$ cat config.mk
export PLATFORM = sky130hd
export DESIGN_NAME = vga_fb_scanout
export DESIGN_NICKNAME = d
export VERILOG_FILES = /design/src/rtl/vga_fb_scanout.sv
export SDC_FILE = /design/constraint.sdc
export NUM_CORES = 1
export LEC_CHECK = 0
export CORE_AREA = 2 2 170 172
export CTS_BUF_LIST = sky130_fd_sc_hd__clkbuf_2 sky130_fd_sc_hd__clkbuf_4 sky130_fd_sc_hd__clkbuf_8
export CTS_CLUSTER_DIAMETER = 40
export DETAILED_ROUTE_END_ITERATION = 10
export DIE_AREA = 0 0 172 174
export GPL_ROUTABILITY_DRIVEN = 0
export PLACE_DENSITY_LB_ADDON = 0.15
export SLEW_MARGIN = 20
export SYNTH_ARGS = -nofsm -noshare
export SYNTH_HDL_FRONTEND = slang
export SYNTH_SLANG_ARGS = --single-unit
$ cat constraint.sdc
create_clock -name pixel_clk -period 3.4 [get_ports pixel_clk]
set_input_delay 0.34 -clock pixel_clk [delete_from_list [all_inputs] [get_ports pixel_clk]]
set_output_delay 0.34 -clock pixel_clk [all_outputs]
set_load 0.005 [all_outputs]
$ cat src/rtl/vga_fb_scanout.sv
// vga_fb_scanout
//   Consumes registered VGA timing (hsync/vsync/en/pxl_x/pxl_y), fetches
//   palette-indexed pixels from a double-buffered downscaled frame buffer in
//   external sync-read RAM, maps them through a 12-bit palette and drives
//   4:4:4 RGB. Sync signals are delayed to match the fetch path, and the
//   display/draw buffers flip at the vsync assertion edge on request.
//
// Ports
//   pixel_clk, reset_n        : clock, asynchronous active-low reset
//   hsync_in/vsync_in/en_in   : timing from the sync generator
//   pxl_x/pxl_y               : active pixel coordinates
//   mem_rd/mem_addr/mem_data  : RAM read port, data valid MEM_LAT cycles
//                               after mem_rd; mem_addr MSB selects buffer
//   pal_we/pal_addr/pal_data  : palette write port {R,G,B}
//   swap_req/swap_ack         : buffer flip request / flip-taken pulse
//   display_buf/draw_buf      : scanned-out buffer and its complement
//   frame_start               : pulse on the vsync assertion edge
//   hsync_out/vsync_out/en_out: timing delayed by MEM_LAT+2 cycles
//   rgb                       : pixel colour, black while blanking
module vga_fb_scanout #(
  parameter int   H_PIXELS    = 640,
  parameter int   V_PIXELS    = 480,
  parameter logic H_POL       = 1'b0,
  parameter logic V_POL       = 1'b0,
  parameter int   SCALE_SHIFT = 1,
  parameter int   PIX_BITS    = 4,
  parameter int   MEM_LAT     = 2,
  parameter int   ADDR_W      = $clog2((H_PIXELS >> SCALE_SHIFT) *
                                       (V_PIXELS >> SCALE_SHIFT)) + 1
) (
  input  logic                        pixel_clk,
  input  logic                        reset_n,
  input  logic                        hsync_in,
  input  logic                        vsync_in,
  input  logic                        en_in,
  input  logic [$clog2(H_PIXELS)-1:0] pxl_x,
  input  logic [$clog2(V_PIXELS)-1:0] pxl_y,
  output logic                        mem_rd,
  output logic [ADDR_W-1:0]           mem_addr,
  input  logic [PIX_BITS-1:0]         mem_data,
  input  logic                        pal_we,
  input  logic [PIX_BITS-1:0]         pal_addr,
  input  logic [11:0]                 pal_data,
  input  logic                        swap_req,
  output logic                        swap_ack,
  output logic                        display_buf,
  output logic                        draw_buf,
  output logic                        frame_start,
  output logic                        hsync_out,
  output logic                        vsync_out,
  output logic                        en_out,
  output logic [11:0]                 rgb
);

  localparam int X_W   = $clog2(H_PIXELS);
  localparam int Y_W   = $clog2(V_PIXELS);
  localparam int FB_W  = H_PIXELS >> SCALE_SHIFT;
  localparam int LB_W  = ADDR_W - 1;
  localparam int DEPTH = MEM_LAT + 2;
  localparam int PAL_N = 2 ** PIX_BITS;
  // Low row bits that must be all ones for the line just finished to be the
  // last replica of a frame-buffer row; zero mask means every line steps.
  localparam logic [Y_W-1:0] Y_MASK = Y_W'((1 << SCALE_SHIFT) - 1);

  logic [LB_W-1:0]   line_base_q, line_base_d;
  logic [Y_W-1:0]    y_last_q, y_last_d;
  logic              en_prev_q, vs_prev_q;
  logic              pending_q, pending_d;
  logic              display_buf_q, display_buf_d;
  logic              swap_ack_q, swap_ack_d;
  logic              frame_start_q, frame_start_d;
  logic              mem_rd_q, mem_rd_d;
  logic [ADDR_W-1:0] mem_addr_q, mem_addr_d;
  logic [DEPTH-1:0]  hs_pipe_q, hs_pipe_d;
  logic [DEPTH-1:0]  vs_pipe_q, vs_pipe_d;
  logic [DEPTH-1:0]  en_pipe_q, en_pipe_d;
  logic [11:0]       rgb_q, rgb_d;
  logic [11:0]       pal_q [PAL_N];
  logic [11:0]       pal_d [PAL_N];

  logic              vs_edge, en_fall, row_step, flip;
  logic [X_W-1:0]    x_s;

  always_comb begin
    vs_edge  = (vsync_in == V_POL) && (vs_prev_q != V_POL);
    en_fall  = !en_in && en_prev_q;
    // Row is taken from the last active cycle so pxl_y is never sampled
    // while en_in is low.
    row_step = ((y_last_q & Y_MASK) == Y_MASK);
    flip     = vs_edge && (pending_q || swap_req);
    x_s      = pxl_x >> SCALE_SHIFT;
  end

  always_comb begin
    y_last_d = en_in ? pxl_y : y_last_q;

    line_base_d = line_base_q;
    if (vs_edge)
      line_base_d = '0;
    else if (en_fall && row_step)
      line_base_d = line_base_q + LB_W'(FB_W);

    // A request arriving on the edge itself is honoured at that edge.
    pending_d     = flip ? 1'b0 : (pending_q || swap_req);
    display_buf_d = flip ? ~display_buf_q : display_buf_q;
    swap_ack_d    = flip;
    frame_start_d = vs_edge;

    mem_rd_d   = en_in;
    mem_addr_d = {display_buf_q, line_base_q + LB_W'(x_s)};

    hs_pipe_d = {hs_pipe_q[DEPTH-2:0], hsync_in};
    vs_pipe_d = {vs_pipe_q[DEPTH-2:0], vsync_in};
    en_pipe_d = {en_pipe_q[DEPTH-2:0], en_in};

    // Lookup reads the pre-write palette, so a same-cycle write is seen
    // only from the next cycle on.
    rgb_d = en_pipe_q[DEPTH-2] ? pal_q[mem_data] : '0;

    for (int unsigned i = 0; i < PAL_N; i++)
      pal_d[i] = pal_q[i];
    if (pal_we)
      pal_d[pal_addr] = pal_data;
  end

  always_ff @(posedge pixel_clk or negedge reset_n) begin
    if (!reset_n) begin
      line_base_q   <= '0;
      y_last_q      <= '0;
      en_prev_q     <= 1'b0;
      vs_prev_q     <= ~V_POL;
      pending_q     <= 1'b0;
      display_buf_q <= 1'b0;
      swap_ack_q    <= 1'b0;
      frame_start_q <= 1'b0;
      mem_rd_q      <= 1'b0;
      mem_addr_q    <= '0;
      hs_pipe_q     <= {DEPTH{~H_POL}};
      vs_pipe_q     <= {DEPTH{~V_POL}};
      en_pipe_q     <= '0;
      rgb_q         <= '0;
      for (int unsigned i = 0; i < PAL_N; i++)
        pal_q[i] <= (i == 0) ? 12'h000 : 12'hFFF;
    end else begin
      line_base_q   <= line_base_d;
      y_last_q      <= y_last_d;
      en_prev_q     <= en_in;
      vs_prev_q     <= vsync_in;
      pending_q     <= pending_d;
      display_buf_q <= display_buf_d;
      swap_ack_q    <= swap_ack_d;
      frame_start_q <= frame_start_d;
      mem_rd_q      <= mem_rd_d;
      mem_addr_q    <= mem_addr_d;
      hs_pipe_q     <= hs_pipe_d;
      vs_pipe_q     <= vs_pipe_d;
      en_pipe_q     <= en_pipe_d;
      rgb_q         <= rgb_d;
      for (int unsigned i = 0; i < PAL_N; i++)
        pal_q[i] <= pal_d[i];
    end
  end

  assign mem_rd      = mem_rd_q;
  assign mem_addr    = mem_addr_q;
  assign swap_ack    = swap_ack_q;
  assign display_buf = display_buf_q;
  assign draw_buf    = ~display_buf_q;
  assign frame_start = frame_start_q;
  assign hsync_out   = hs_pipe_q[DEPTH-1];
  assign vsync_out   = vs_pipe_q[DEPTH-1];
  assign en_out      = en_pipe_q[DEPTH-1];
  assign rgb         = rgb_q;

endmodule

Word level (Yosys, flattened, before mapping). Index checks and enable logic that the tools add are counted.

Latch bits: 0. Output and inout port bits: 38. Word-level logic and storage cells: 56. ROM bits: 0. Bits in writable memories: 0. Memories: 0. Flip-flop bits (word level): 258. Input port bits: 46.

Add/sub/neg operators: 2. Eq/ne operators: 0. Bitwise operators: 4. Multiplexer cells: 10. Reductions and logical operators: 8. Multiply operators: 0. Divide/modulo/power cells: 0. Shift operators: 0. Magnitude comparators: 3.

Operators by type and width (number): $bwmux 192 (1); $bmux 12 s4 (1); $demux 12 s4 (1); $mux 12 (4); $mux 17 (2); $add 17x9->17 (1); $add 17x9->17 const B (1); $ge 5x5->1 const B (2); $not 4->5 (2); $logic_and 1x1->1 (5); $lt 5x1->1 const B (1); $not 1->1 (2); $reduce_bool 2->1 (1); $logic_not 1->1 (1); $logic_or 1x1->1 (1); $mux 1 (1).

Longest topological paths before layout. Gate-level depths: netlist of the first run.

Depth after elaboration: 6. Mapped depth: 7. Mapped depth without buffers: 5.

Worst setup path before layout of the first run. No wires, ideal clock.

Path type: register -> register. Start point: register line_base_q[7]. End point: register mem_addr_q[15], in the netlist mem_addr[15]. Buffers on the path: 0. Library setup time: 139 ps. Data arrival time: 1533 ps. Cell stages (with the launch flop): 6. Path slack: 1728 ps. Period minus slack after synthesis: 1672 ps. Path through: dfrtp_1 > ha_1 > a21o_1 > a21oi_1 > nor4b_1 > xor2_1.

Longest elaborated chain between the ends: 1.

Ends and longest elaborated chain: from (decl) (RTL line 65) `logic [LB_W-1:0] line_base_q, line_base_d;`; from (signal assigned) (RTL line 145) `line_base_q <= line_base_d;`; $add 17x9->17 (RTL line 110) `mem_addr_d = {display_buf_q, line_base_q + LB_W'(x_s)};`; net mem_addr_d[15] (RTL line 73) `logic [ADDR_W-1:0] mem_addr_q, mem_addr_d;`; to (signal assigned) (RTL line 154) `mem_addr_q <= mem_addr_d;`; to (decl) (RTL line 73).

The timed path passes the listed nets, and every way through them passes these cells. A chain may end at the register's enable or synchronous reset.

Final worst setup path of the first run.
Start point: register en_pipe_q[2]. End point: register rgb_q[3], in the netlist rgb[3].

Longest elaborated chain between the ends: 1.

Ends and longest elaborated chain: from (decl) (RTL line 76) `logic [DEPTH-1:0] en_pipe_q, en_pipe_d;`; from (signal assigned) (RTL line 157) `en_pipe_q <= en_pipe_d;`; $mux 12 (RTL line 118) `rgb_d = en_pipe_q[DEPTH-2] ? pal_q[mem_data] : '0;`; net rgb_d[3] (RTL line 77) `logic [11:0] rgb_q, rgb_d;`; to (signal assigned) (RTL line 158) `rgb_q <= rgb_d;`; to (decl) (RTL line 77).

The timed path passes the listed nets, and every way through them passes these cells.

==> results.cfg, run 1 <==
[status]
outcome = completed

[place]
portBuffers = 74
hpwl_mm = 16.3
placed_cells = 1196

[power_and_ir_drop]
power_frac_clock_pct = 34.5
switchingPower_uw = 2050
switching_share_pct = 24.0
ir_worst_vdd_mv = 0.301
powerDensity_mw_per_mm2 = 642
finalPower_uw = 8520
seq_power_share_pct = 49.7
internal_power_uw = 6470
comb_power_share_pct = 15.7
p_leak_uw = 0.00552

[global_route]
overflow = 0
grt_usage_pct = 18.5
top_usage_layer = met2
grtUsageMet2_pct = 28.1
grt_start_max_net_pins = 114
grtUsageMet3_pct = 3.62
grt_antenna_before_repair = 1
grt.met1_usage_pct = 26.9
grt_pass1_wl_mm = 42.0
grt_pass1_vias = 7365

[final_layout]
area_growth_pct = 19.3
fillers = 2571
nets = 911
drive_above_1_share_pct = 56.6
layoutNonFillerInstCount = 1280
post-route-util_pct = 47.0
diodes = 0

[run]
cap_violations = 0

[synth]
synth_flop_cell = dfstp_2
syn-num-nets = 819
synthAdderAreaFrac_pct = 0.450
yosysMostFrequentCell = dfstp_2
synth_top_family_by_area = multiplexers
synth.cell_area_mm2 = 0.0111
postSynthCellCount = 769
postSynthAreaPerCell_um2 = 14.5
ys_types = 38
synth_seq_cells = 250
yosys.area_share.xor_xnor_pct = 1.42
ys_warn_count = 0
synthArstFlopShare_pct = 100
synth-simple-area-share_pct = 3.72
ys_seq_area_share_pct = 58.4
yosys.area.top_type = dfstp_2
synth_compound_area_share_pct = 4.40
synth_area_leaders = dfstp_2, mux2_2, dfrtp_1, mux2i_1, a22oi_1
synth-edff-count = 0
synth_commonest_cells = dfstp_2, mux2_2, mux2i_1
muxShareOfSynthArea_pct = 28.9
netlist.area_leader.share_pct = 44.4

[floorplan]
start_util_pct = 39.4
coreArea_mm2 = 0.0282
num_io_pins = 84
die_h_um = 174
dieArea_mm2 = 0.0299
die_w_um = 172
std_cell_rows = 62

[setup_path]
path_max_fanout = 7
critPathLaunchType = register
cp_slowest_cell = nor2b_1
path_cells = nor2b_1 -> buf_4 -> nand2_1 -> o22ai_1
required_ps = 3820
crit_type = reg2reg
max_stage_delay_ps = 770
arrival_ps = 2410
endpoint_kind = register

[timing]
fin_crit_ps = 2000
clock_skew_ps = 26.5
hold_viol_final = 0
timing.final.crit_share_pct = 58.7
worst_pin_slew_ps = 994
grt_setup_unrepaired = no
tns_ps = 0
max_freq_ghz = 0.501
finalSetupViolations = 0
drv_slew = 0
holdWs_ps = 224
max_slew_margin_pct = 33.8

[drt]
ant_nets = 0
drc = 0
drtPass1Iterations = 4
wl_mm = 26.5
drt_iter0_drc = 287
vias = 6623
wl_per_cell_um = 20.7
post_drt_via_cell_ratio = 5.17

[clocking]
clockRootBuffer = clkbuf_8
cts_tree = yes
cts_max_level = 2
clkTransAtPathRegs_ps = 60
cts.sinks = 250
clock_path_buffers = 3
clkLatencyLatePin_ps = 540
cts_buffers = 46
cts_resized = 0

[hold_path]
worstHoldPathType = in2reg
==> stage by stage <==
stage,setup slack (ps),instance area [um2]
floorplan,1730,11100
global placement,1030,12300
detailed placement,1010,12300
CTS,1400,13300
global route,1260,13300
finish,1400,13300
==> flip-flops by register name (all words and copies together), names as in the netlist <==
| name | count |
|---|---|
| hs_pipe_q | 4 |
| en_pipe_q | 4 |
| vs_pipe_q | 4 |
| line_base_q | 11 |
| swap_ack | 1 |
| frame_start | 1 |
| y_last_q | 1 |
| mem_addr | 18 |
| pal_q | 192 |
| pending_q | 1 |
| rgb | 12 |
| display_buf | 1 |
==> worst max-delay path: cells and delay by family (launching register included) <==
kind / cells / cell delay (ps)
buf+inv: 1 / 310
simple gates: 2 / 840
flops: 1 / 480
compound gates: 1 / 230
==> layout make-up <==
type / instances / area (um2) / area share [%]
timing repair buffer: 101 / 986 / 7.43
clock buffer: 76 / 940 / 7.08
sequential: 250 / 6490 / 48.9
multi-input combinational: 459 / 4330 / 32.6
inverter: 3 / 11.3 / 0.0848
clock inverter: 7 / 37.5 / 0.283
tap: 384 / 480 / 3.62
==> logic make-up (layout without fill, tap and decap cells) <==
logic type      after synthesis  in the layout
simple gates                 88             88
xor+xnor                     18             18
flops                       250            250
mux                         279            279
buf+inv                      60            187
compound gates               70             70
fa+ha+maj                     4              4
==> final timing paths <==
check                              from         endpoint  slack, ps  depth (start not counted)
max in group asynchronous       reset_n        pal_q[83]       1890                          3
min reg2reg                en_pipe_q[1]     en_pipe_q[2]        350                          0
min                            vsync_in     vs_pipe_q[0]        220                          1
min in group asynchronous       reset_n  line_base_q[15]        430                          2
max reg2reg                en_pipe_q[2]           rgb[3]       1400                          4
max                        en_pipe_q[2]           rgb[3]       1400                          4
==> cell usage in the layout (no fill, tap or decap), types with 10 or more instances in the layout <==
| master | synthesis | layout |
|---|---|---|
| dfstp_2 | 188 | 188 |
| mux2i_1 | 75 | 75 |
| clkbuf_4 | 0 | 17 |
| buf_4 | 7 | 24 |
| a22oi_1 | 37 | 37 |
| mux2_4 | 10 | 10 |
| nor2_1 | 33 | 32 |
| nand2_1 | 25 | 25 |
| dfrtp_1 | 62 | 62 |
| clkbuf_8 | 0 | 59 |
| mux4_2 | 11 | 11 |
| clkdlybuf4s50_1 | 0 | 72 |
| mux2_2 | 183 | 183 |
==> power groups by stage <==
stage	logic [uW]	registers, uW	clock network (uW)
5_1_grt	1470	4330	3200
3_5_place_dp	1360	4280	0
3_3_place_gp	1310	4230	0
4_1_cts	1370	4240	3040
2_1_floorplan	940	4180	0
6_report	1340	4240	2940
==> metal layers <==
metal | vias to the layer above | wire [um]
met5 | - | 0
met3 | 60 | 1260
met2 | 142 | 12000
li1 | 2959 | -
met4 | 0 | 673
met1 | 3462 | 12600
==> repair_timing <==
action / CTS / global route
endpoints found under the setup margin: 0 / 0
hold buffers: 1 / 0
buffers inserted: 0 / 0
hold endpoints to repair: 27 / 0
(Power assumes the default switching activity.)
==> run 2, diff against run 1 <==
- clock period: 3.4 -> 1.7 ns (I/O delays scaled with it)
==> results.cfg, run 2 (synthesized netlist as in run 1, its figures left out) <==
[status]
outcome = completed

[timing]
setup_slack_ps = 65.7
finalSetupViolations = 0
grt_setup_unrepaired = no
hold_viol_final = 0
clock_skew_ps = 13.9
fin_crit_ps = 1630
max_slew_margin_pct = 58.4
holdWs_ps = 51.3
worst_pin_slew_ps = 622
timing.final.crit_share_pct = 96.1
drv_slew = 0
max_freq_ghz = 0.612

[setup_path]
worstRegToRegCells = 6
critPathBufInv = 1
worst_r2r_endpoint = mem_addr[14]
path_max_fanout = 1
rrSetupSlack_ps = 130
critPathLaunchType = register
crit_type = reg2out
required_ps = 1530
cp_slowest_cell = clkdlybuf4s50_1
r2r-start = line_base_q[7]
arrival_ps = 1460
path_cells = clkdlybuf4s50_1
max_stage_delay_ps = 520
endpoint_kind = output port
cpLargestDelayFamily = buffers and inverters

[drt]
drc = 0
wl_per_cell_um = 20.2
wl_mm = 26.9
post_drt_via_cell_ratio = 5.08
ant_nets = 0
drt_iter0_drc = 402
drtPass1Iterations = 4
vias = 6776

[final_layout]
final_common_cell = dfstp_2
largest_reg_flops = 192
drive_above_1_share_pct = 59.0
nets = 961
final_cell_mix = dfstp_2, mux2_2, mux2i_1
layoutNonFillerInstCount = 1333
largest_register = pal_q
area_growth_pct = 25.2
diodes = 0

[power_and_ir_drop]
comb_power_share_pct = 15.8
switchingPower_uw = 4250
p_leak_uw = 0.00587
switching_share_pct = 23.9
ir_worst_vdd_mv = 0.533
seq_power_share_pct = 47.7
internal_power_uw = 13500
powerDensity_mw_per_mm2 = 1280
finalPower_uw = 17800
power_frac_clock_pct = 36.4

[floorplan]
std_cell_rows = 62
num_io_pins = 84
coreArea_mm2 = 0.0282
die_h_um = 174
die_w_um = 172
start_util_pct = 39.4
dieArea_mm2 = 0.0299

[global_route]
grt_pass1_vias = 7533
grt_antenna_before_repair = 0
overflow = 0
grt_usage_pct = 18.7
grt_pass1_wl_mm = 42.6
grt_start_max_net_pins = 58

[clocking]
clkTransAtPathRegs_ps = 60
cts_max_level = 2
cts_tree = yes
clock_path_buffers = 3
clkLatencyLatePin_ps = 570
cts_buffers = 46
cts.sinks = 250
clockRootBuffer = clkbuf_8

[hold_path]
hold_depth = 1
worstHoldPathType = in2reg
hold_end = mem_addr[0]
min_from = pxl_x[1]

[place]
dpl_worst_slack_ps = -155
placed_cells = 1243
portBuffers = 74
hpwl_mm = 18.2

[run]
cap_violations = 0
[run 2: metal layers]
layer | GRT usage [%] | vias up | share of wire, %
met4 | 5.50 | 0 | 2.4
met5 | 0 | - | 0
li1 | - | 3069 | -
met3 | 3.71 | 51 | 4.1
met1 | 26.1 | 3518 | 47
met2 | 29.6 | 138 | 47
[run 2: metrics by stage]
stage                     utilization (%)  setup TNS, ps  area [um2]
final                                49.3              0       13900
after global routing                 49.3              0       13900
after CTS                            49.3              0       13900
after detailed placement             45.4         -15800       12800
after global placement               45.4         -11390       12800
after floorplan                         -              0       11100
[run 2: area by class of cell]
type	instances	area (um2)
repair buffers	151	1540
well taps	384	480
flip-flops and latches	250	6490
inverters	3	11.3
fillers	2530	14300
multi-input cells	459	4330
clock buffers	76	940
clock inverters	10	136
[run 2: how the worst max path moves through the flow]
stage / start / to / slack (ps) / cells after the start
finish: en_pipe_q[3] / en_out / 70 / 1
global route: display_buf / display_buf / 0.9 / 1
CTS: en_pipe_q[3] / en_out / 10 / 1
detailed placement: pal_addr[1] / pal_q[35] / -150 / 5
global placement: pal_addr[2] / pal_q[64] / -140 / 5
floorplan: line_base_q[7] / mem_addr[15] / 30 / 5
[run 2: power groups by stage]
stage                     combinational, uW  sequential, uW  clock [uW]
final                                  2820            8480        6480
after global placement                 2750            8480           0
after global routing                   3090            8650        6970
after detailed placement               2860            8570           0
after floorplan                        1880            8370           0
after CTS                              2860            8490        6670
[run 2: timing repair]
item | 4_1_cts | 5_1_grt
gates resized for setup | 4 | 2
hold buffers | 3 | 0
setup buffers | 0 | 1
endpoints found under the setup margin | 4 | 2
endpoints found under the hold margin | 100 | 0
==> run 3, diff against run 2 <==
- CTS_BUF_LIST: sky130_fd_sc_hd__clkbuf_2 sky130_fd_sc_hd__clkbuf_4 sky130_fd_sc_hd__clkbuf_8 -> sky130_fd_sc_hd__clkbuf_4 sky130_fd_sc_hd__clkbuf_8
==> results of run 3 <==
Final layout, timing and power as in run 2 (identical DEF).
